===== config.mk =====
export PLATFORM = sky130hd
export DESIGN_NAME = econet_rx_buffer_flat
export DESIGN_NICKNAME = d
export VERILOG_FILES = /design/src/rtl/econet_rx_buffer_if.sv /design/src/rtl/econet_rx_buffer.sv /design/src/flat_wrapper.sv
export SDC_FILE = /design/constraint.sdc
export NUM_CORES = 2
export LEC_CHECK = 0
export CORE_MARGIN = 3
export CORE_UTILIZATION = 55
export CTS_CLUSTER_SIZE = 24
export DETAILED_ROUTE_END_ITERATION = 6
export PLACE_DENSITY_LB_ADDON = 0.3
export SYNTH_ARGS = -nofsm -noshare
export SYNTH_HDL_FRONTEND = slang
export SYNTH_SLANG_ARGS = --single-unit
export TNS_END_PERCENT = 100

===== constraint.sdc =====
create_clock -name econet_clk -period 3.2 [get_ports econet_clk]
set_input_delay 0.96 -clock econet_clk [delete_from_list [all_inputs] [get_ports econet_clk]]
set_output_delay 0.96 -clock econet_clk [all_outputs]
set_load 0.01 [all_outputs]

===== src/rtl/econet_rx_buffer_if.sv =====
// Byte stream from the Econet receiver/FCS pair into the receive buffer.
interface econet_rx_buffer_if;
  logic [7:0]  rx_byte;
  logic        rx_byte_ready;
  logic        rx_frame_start;
  logic        rx_frame_end;
  logic [15:0] rx_fcs;

  modport master (output rx_byte, rx_byte_ready, rx_frame_start, rx_frame_end, rx_fcs);
  modport slave  (input  rx_byte, rx_byte_ready, rx_frame_start, rx_frame_end, rx_fcs);
endinterface


===== src/rtl/econet_rx_buffer.sv =====
// Econet receive buffer: filters by destination station, stores one frame in RAM,
// checks the FCS residue and holds the frame until the CPU acknowledges it.
module econet_rx_buffer #(
  parameter int unsigned ADDR_W       = 9,
  parameter int unsigned MIN_LEN      = 2,
  parameter logic [15:0] GOOD_RESIDUE = 16'hF0B8
) (
  input  logic              econet_clk,
  input  logic              reset,
  econet_rx_buffer_if.slave rx,
  input  logic [7:0]        my_station,
  input  logic              promisc,
  input  logic [ADDR_W-1:0] rd_addr,
  output logic [7:0]        rd_data,
  output logic              frame_ready,
  output logic [ADDR_W:0]   frame_len,
  output logic              frame_ok,
  output logic              too_long,
  output logic              overrun,
  input  logic              frame_ack
);
  localparam int unsigned     DEPTH_N   = 1 << ADDR_W;
  localparam logic [ADDR_W:0] DEPTH     = {1'b1, {ADDR_W{1'b0}}};
  localparam logic [ADDR_W:0] ONE       = {{ADDR_W{1'b0}}, 1'b1};
  localparam logic [ADDR_W:0] TWO       = (ADDR_W+1)'(2);
  localparam logic [ADDR_W:0] CNT_MAX   = DEPTH + ONE;
  localparam logic [ADDR_W:0] MIN_TOTAL = (ADDR_W+1)'(MIN_LEN + 2);

  typedef enum logic [2:0] {IDLE, RECV, DISCARD, CHECK, HOLD} state_t;

  state_t              state, next_state;
  logic [ADDR_W:0]     count;
  logic                overflow;
  logic                addr_miss;
  logic                wr_en;
  logic [ADDR_W:0]     wr_index;
  logic [ADDR_W-1:0]   wr_addr;
  logic [7:0]          mem [DEPTH_N];

  // State register
  always_ff @(posedge econet_clk or negedge reset) begin
    if (!reset) state <= IDLE;
    else        state <= next_state;
  end

  assign addr_miss = !promisc && (rx.rx_byte != my_station) && (rx.rx_byte != 8'hFF);

  // Next-state logic
  always_comb begin
    next_state = state;
    case (state)
      IDLE:    if (rx.rx_frame_start) next_state = RECV;
      RECV: begin
        if (rx.rx_byte_ready && wr_index == '0 && addr_miss) next_state = DISCARD;
        else if (!rx.rx_frame_start && rx.rx_frame_end)      next_state = CHECK;
      end
      DISCARD: if (rx.rx_frame_start) next_state = RECV;
      CHECK:   next_state = (count < MIN_TOTAL) ? IDLE : HOLD;
      HOLD:    if (frame_ack) next_state = rx.rx_frame_start ? RECV : IDLE;
      default: next_state = IDLE;
    endcase
  end

  // Output / write-port logic; a restart coinciding with a byte lands it at index 0
  always_comb begin
    wr_index    = rx.rx_frame_start ? '0 : count;
    wr_en       = (state == RECV) && rx.rx_byte_ready && (wr_index < DEPTH);
    wr_addr     = wr_index[ADDR_W-1:0];
    frame_ready = (state == HOLD);
  end

  always_ff @(posedge econet_clk or negedge reset) begin
    if (!reset) begin
      count     <= '0;
      overflow  <= 1'b0;
      frame_len <= '0;
      frame_ok  <= 1'b0;
      too_long  <= 1'b0;
      overrun   <= 1'b0;
    end else begin
      case (state)
        IDLE, DISCARD: begin
          if (rx.rx_frame_start) begin
            count    <= '0;
            overflow <= 1'b0;
          end
        end
        RECV: begin
          if (rx.rx_frame_start) begin
            count    <= rx.rx_byte_ready ? ONE : '0;
            overflow <= 1'b0;
          end else if (rx.rx_byte_ready) begin
            if (count >= DEPTH)   overflow <= 1'b1;
            if (count != CNT_MAX) count    <= count + ONE;
          end
        end
        CHECK: begin
          if (count >= MIN_TOTAL) begin
            frame_len <= overflow ? (DEPTH - TWO) : (count - TWO);
            too_long  <= overflow;
            frame_ok  <= (rx.rx_fcs == GOOD_RESIDUE) && !overflow;
          end
        end
        HOLD: begin
          if (frame_ack) begin
            frame_ok <= 1'b0;
            too_long <= 1'b0;
            overrun  <= 1'b0;
            count    <= '0;
            overflow <= 1'b0;
          end else if (rx.rx_frame_start) begin
            overrun  <= 1'b1;
          end
        end
        default: ;
      endcase
    end
  end

  always_ff @(posedge econet_clk) begin
    if (wr_en) mem[wr_addr] <= rx.rx_byte;
  end

  always_ff @(posedge econet_clk or negedge reset) begin
    if (!reset) rd_data <= '0;
    else        rd_data <= mem[rd_addr];
  end
endmodule

===== src/flat_wrapper.sv =====
// flat-port wrapper written by rule: the top's interface ports become plain ports
module econet_rx_buffer_flat 
#(
  parameter int unsigned ADDR_W       = 9,
  parameter int unsigned MIN_LEN      = 2,
  parameter logic [15:0] GOOD_RESIDUE = 16'hF0B8
)
  (econet_clk, reset, my_station, promisc, rd_addr, rd_data, frame_ready, frame_len, frame_ok, too_long, overrun, frame_ack, rx_rx_byte, rx_rx_byte_ready, rx_rx_frame_start, rx_rx_frame_end, rx_rx_fcs);
  econet_rx_buffer_if rx_i ();
  input  logic econet_clk;
  input  logic reset;
  input  logic [7:0] my_station;
  input  logic promisc;
  input  logic [ADDR_W-1:0] rd_addr;
  output logic [7:0] rd_data;
  output logic frame_ready;
  output logic [ADDR_W:0] frame_len;
  output logic frame_ok;
  output logic too_long;
  output logic overrun;
  input  logic frame_ack;
  input wire logic [$bits(rx_i.rx_byte)-1:0] rx_rx_byte;
  input wire logic [$bits(rx_i.rx_byte_ready)-1:0] rx_rx_byte_ready;
  input wire logic [$bits(rx_i.rx_frame_start)-1:0] rx_rx_frame_start;
  input wire logic [$bits(rx_i.rx_frame_end)-1:0] rx_rx_frame_end;
  input wire logic [$bits(rx_i.rx_fcs)-1:0] rx_rx_fcs;
  assign rx_i.rx_byte = rx_rx_byte;
  assign rx_i.rx_byte_ready = rx_rx_byte_ready;
  assign rx_i.rx_frame_start = rx_rx_frame_start;
  assign rx_i.rx_frame_end = rx_rx_frame_end;
  assign rx_i.rx_fcs = rx_rx_fcs;
  econet_rx_buffer #(.ADDR_W(ADDR_W), .MIN_LEN(MIN_LEN), .GOOD_RESIDUE(GOOD_RESIDUE)) u_core (.econet_clk(econet_clk), .reset(reset), .rx(rx_i), .my_station(my_station), .promisc(promisc), .rd_addr(rd_addr), .rd_data(rd_data), .frame_ready(frame_ready), .frame_len(frame_len), .frame_ok(frame_ok), .too_long(too_long), .overrun(overrun), .frame_ack(frame_ack));
endmodule

**Word level (Yosys, flattened, before mapping)**

Memories as Yosys holds them, arrays and structs flattened. A register that Yosys moved wholly into a read port is not among the register bits.
Cells that the tools add are included.

- Flip-flop bits (word level): 27
- RAM bits: 4096
- Input port bits: 48
- Output and inout port bits: 22
- Logic and storage cells: 82
- Memories kept: 1

- Add/subtract/negate cells: 2
- $lt $le $gt $ge: 4
- Equality and inequality tests: 15
- Muxes and demuxes: 29
- Reduce and logical (&&, ||, !) cells: 24

Memory list:

| memory | words | width | read ports | clocked after Yosys merged registers in | wr ports | line | text |
|---|---|---|---|---|---|---|---|
| u_core.mem | 512 | 8 | 1 | 1 | 1 | econet_rx_buffer.sv:38 | `logic [7:0] mem [DEPTH_N];` |

Operators by type and width:

| kind | number |
|---|---|
| 10-bit 2-to-1 mux | 6 |
| 10-bit one-hot mux with 3 select lines | 1 |
| 16-bit equality test (second input constant) | 1 |
| 3-bit 2-to-1 mux | 5 |
| 1-bit 2-to-1 mux | 13 |
| 3-bit one-hot mux with 4 select lines | 1 |
| 10-bit by 1-bit adder with 10-bit output (second input constant) | 1 |
| 10-bit greater-or-equal comparator (second input constant) | 1 |
| 10-bit by 3-bit greater-or-equal comparator with 1-bit output (second input constant) | 1 |
| 10-bit zero test | 1 |
| 10-bit less-than comparator (second input constant) | 1 |
| 10-bit by 3-bit less-than comparator with 1-bit output (second input constant) | 1 |
| 10-bit inequality test (second input constant) | 1 |
| 10-bit by 2-bit subtractor with 10-bit output (second input constant) | 1 |
| 3-bit inequality test (second input constant) | 3 |
| 1-bit logical AND | 8 |
| 8-bit inequality test | 1 |
| 8-bit inequality test (second input constant) | 1 |
| 3-bit by 2-bit equality test with 1-bit output (second input constant) | 2 |
| 2-bit by 1-bit inequality test with 1-bit output (second input constant) | 3 |
| 3-bit AND reduction | 2 |
| 5-bit AND reduction | 1 |
| 1-bit zero test | 4 |
| 1-bit one-hot mux with 2 select lines | 2 |
| 10 further kinds | 12 |

**Depth between registers and ports, before layout**

- Depth after elaboration: 6
- Gate-level depth with buffers: 14
- Mapped depth without buffers: 8

**Least setup slack after synthesis**

OpenSTA, ideal clock, no wires.

- Kind: input -> register
- Start: in rd_addr[0]
- End: reg u_core.rd_data[1] (read register of u_core.mem)
- Library setup time: 120 ps
- Data arrival time: 3026 ps
- Data required time: 3080 ps
- Path slack: 54 ps
- Stages: 13
- Cell sequence: buf_6 > buf_12 > buf_12 > buf_8 > buf_12 > buf_2 > mux2i_1 > o221ai_1 > a2111oi_0 > nor4_1 > nand4_1 > nand4_1 > and3_1

RTL lines:

| element | line | text |
|---|---|---|
| from (decl) | flat_wrapper.sv:14 | `input logic [ADDR_W-1:0] rd_addr;` |
| to (decl) | econet_rx_buffer.sv:14 | `output logic [7:0] rd_data,` |

==> impl_metrics.tcl <==
set metrics [dict create \
    routedWlPerCell_um 31.5 \
    synth_top_cell_area_share 0.751 \
    final_cell_mix "4096 x edfxtp_1, 1579 x buf_4, 645 x mux4_2, 625 x nor2_1, 581 x mux2i_1" \
    clock-sinks 4131 \
    synth_area_um2 164000 \
    final_util 0.662 \
    grt_pass1_vias 92000 \
    antenna_found_initial 22 \
    seq_area_frac_synth 0.756 \
    path_common_cell "buf_4" \
    gp_congestion 0.992 \
    grt.overflow.total 0 \
    cts_made_buffers 403 \
    fp.dieH_um 552 \
    preCtsSetupSlack_ns -1.99 \
    synth_area_leaders "edfxtp_1 75%, mux4_2 8.9%, mux2i_1 3.6%" \
    cts_tree "done" \
    cp_cell_sequence "buf_16 -> buf_4 -> buf_4 -> buf_4 -> mux2i_1 -> o221ai_1 -> o22a_1 -> o2111ai_1 -> nor4_1 -> and4b_1 -> and3_1" \
    num_rows 199 \
    power_w 0.114 \
    pwr_density_cell_nw_per_um2 583 \
    drt-total-wl_um 449000 \
    cp_data_arrival_time_ns 4.25 \
    fill_cells 18800 \
    p_seq_frac 0.525 \
    grtUsageTotal 0.294 \
    synth_edf_count 4096 \
    critPathMaxFanout 20 \
    switchingPower_w 0.0247 \
    grtUsageMet1 0.398 \
    drv_cap 0 \
    r2r_setup_slack_ns 0.16 \
    rsz0062_at_grt "false" \
    vias_per_cell 6.45 \
    firstDrtPassIters 7 \
    fin_skew_ns 0.0719 \
    cp_slowest_cell "nor4_1" \
    core-area_um2 295000 \
    fin_crit_ns 3.32 \
    syn2layout_area_growth_pct 19.3 \
    grt_use_met2 0.469 \
    crit_type "input port to flip-flop" \
    slew_violations 0 \
    clkLatencyLatePin_ns 0.99 \
    met3_usage 0.0586 \
    nNetsFinal 10100 \
    synth_top_area_cell "edfxtp_1" \
    vias 92000 \
    mostFrequentLayoutCell "edfxtp_1" \
    postSynth.asyncResetShare 0.00847 \
    busiest_layer "met2" \
    port_buffers 69 \
    worst_pin_slew_ns 1.14 \
    cts_buffer_depth 4 \
    grt_max_degree 164 \
    final_antenna_net_count 0 \
    hold_viol_final 0 \
    fin_crit_sh 1.04 \
    setup_viol 4 \
    die_w_um 552 \
    crit_path_max_incr_delay_ns 0.81 \
    synth_cell_type_count 84 \
    worst_setup_path_end_kind "flip-flop" \
    pwr-share-clk 0.412 \
    relSlewSlack 0.233 \
    peakVddDrop_v 0.000566 \
    p_comb_frac 0.063 \
    cp-start-kind "input port" \
    htree_levels 5 \
    drive_gt1_frac 0.309 \
    ys_warn_count 0 \
    status "complete, but fails checks" \
    worstPathRequired_ns 4.12 \
    syn_inst 8271 \
    drc 0 \
    leakagePower_nw 66.1 \
    violations "negative setup slack" \
    grt_pass1_wl_um 648000 \
    fmax_mhz 301 \
    initial_core_util 0.555 \
    synth.avg_cell_area_um2 19.8 \
    path_clk_slew_ns 0.06 \
    die-area_um2 304000 \
    synth_flop_cell "edfxtp_1" \
    pin_count 70 \
    setup_slack_ns -0.124 \
    hp-class "input port to flip-flop" \
    drtIter0Drc 12200 \
    synth_fp_nets 8324 \
    dp_hpwl_um 298000 \
    p_int_w 0.0892 \
    switching_share 0.217 \
    clockRootBuffer "clkbuf_16" \
    ys_ff_latch 4131 \
]
[metrics by stage]
step                      setup TNS, ns  std cells  area [um^2]  hold WS [ns]
final                            -0.338      14300       195000         0.408
after global routing                  0      14300       195000         0.356
after CTS                      -0.00409      14300       195000         0.348
after detailed placement        -143.60      13500       182000         0.480
after global placement          -131.06      13500       182000         0.471
after floorplan                       0       8271       164000         0.491
[final cells by class]
cell class                 instances  area (um^2)  share of cell area
timing repair buffer            1868        17000              0.0870
clock buffer                     485        10500              0.0537
multi-input combinational       3595        36500               0.187
clock inverter                   248         2540              0.0130
inverter                          16         72.6            0.000371
sequential                      4131       124000               0.634
antenna                           10         25.0            0.000128
tap                             3919         4900              0.0251
[critical path: cells and delay by family]
family | cells | cell delay [ns]
and+or+nand+nor | 3 | 1.25
buffers and inverters | 4 | 1.00
AOI/OAI and AO/OA | 3 | 0.91
muxes | 1 | 0.08
[registers in the layout, summed over array words and instances, names as in the netlist]
register,count
u_core.count,10
u_core.state,3
u_core.mem,4096
u_core.overrun,1
u_core.frame_len,10
u_core.overflow,1
u_core.rd_data,8
u_core.too_long,1
u_core.frame_ok,1
[per-layer routing]
metal / routed length, um / share of wire / vias to the layer above
li1: - / - / 37800
met1: 165000 / 0.37 / 47500
met2: 216000 / 0.48 / 5605
met4: 23700 / 0.053 / 14
met5: 80 / 0.00018 / -
met3: 44800 / 0.10 / 1080
[worst paths after layout]
path	end	start	cells past startpoint
max in group asynchronous	u_core.count[4]$_DFFE_PN0P_	reset	3
min in group asynchronous	u_core.rd_data[6]$_DFF_PN0_	reset	2
worst min-delay path	u_core.mem[150][0]$_DFFE_PP_	rx_rx_byte[0]	1
worst max register to register	u_core.mem[279][4]$_DFFE_PP_	u_core.state[0]$_DFFE_PN0P_	10
worst min register to register	u_core.frame_len[1]$_DFFE_PN0P_	u_core.frame_len[1]$_DFFE_PN0P_	2
worst max-delay path	u_core.rd_data[1]$_DFF_PN0_	rd_addr[0]	11
[synthesized netlist by cell type (all sizes together), types with 21 or more instances]
cell / count
and3: 21
nor4: 58
a21oi: 161
nand4: 33
o21ai: 106
nor2: 626
buf: 286
edfxtp: 4096
mux2: 65
clkbuf: 240
a22oi: 25
nor3: 98
or2: 35
dfrtp: 35
nand2b: 22
o221ai: 216
nand2: 240
o22ai: 185
mux4: 745
a211oi: 54
mux2i: 581
a2111oi: 40
nand3: 35
[repair_timing]
item / CTS / global route
setup endpoints to repair: 15 / 9
setup buffers: 0 / 0
endpoints found under the hold margin: 1 / 0
cloned: 0 / 0
hold buffers: 1 / 0
gates resized for setup: 31 / 23
pin swaps: 1 / 1
[power by group through the flow]
| stage | clock network, W | registers (W) | logic, W |
|---|---|---|---|
| floorplan | 0 | 0.0608 | 0.00329 |
| global placement | 0 | 0.0609 | 0.00697 |
| detailed placement | 0 | 0.0609 | 0.00710 |
| CTS | 0.0474 | 0.0597 | 0.00715 |
| global route | 0.0495 | 0.0597 | 0.00752 |
| finish | 0.0469 | 0.0597 | 0.00721 |
[cells by family after synthesis]
kind of cell,Yosys count,synth area share
AOI/OAI and AO/OA,909,0.0390
xor gates and xnor gates,15,0.000802
adders and majority gates,5,0.000382
and+or+nand+nor,1275,0.0354
DFF,4131,0.756
buffers and inverters,545,0.0234
muxes,1391,0.145
Note: power is estimated with default switching activity, not from simulation.
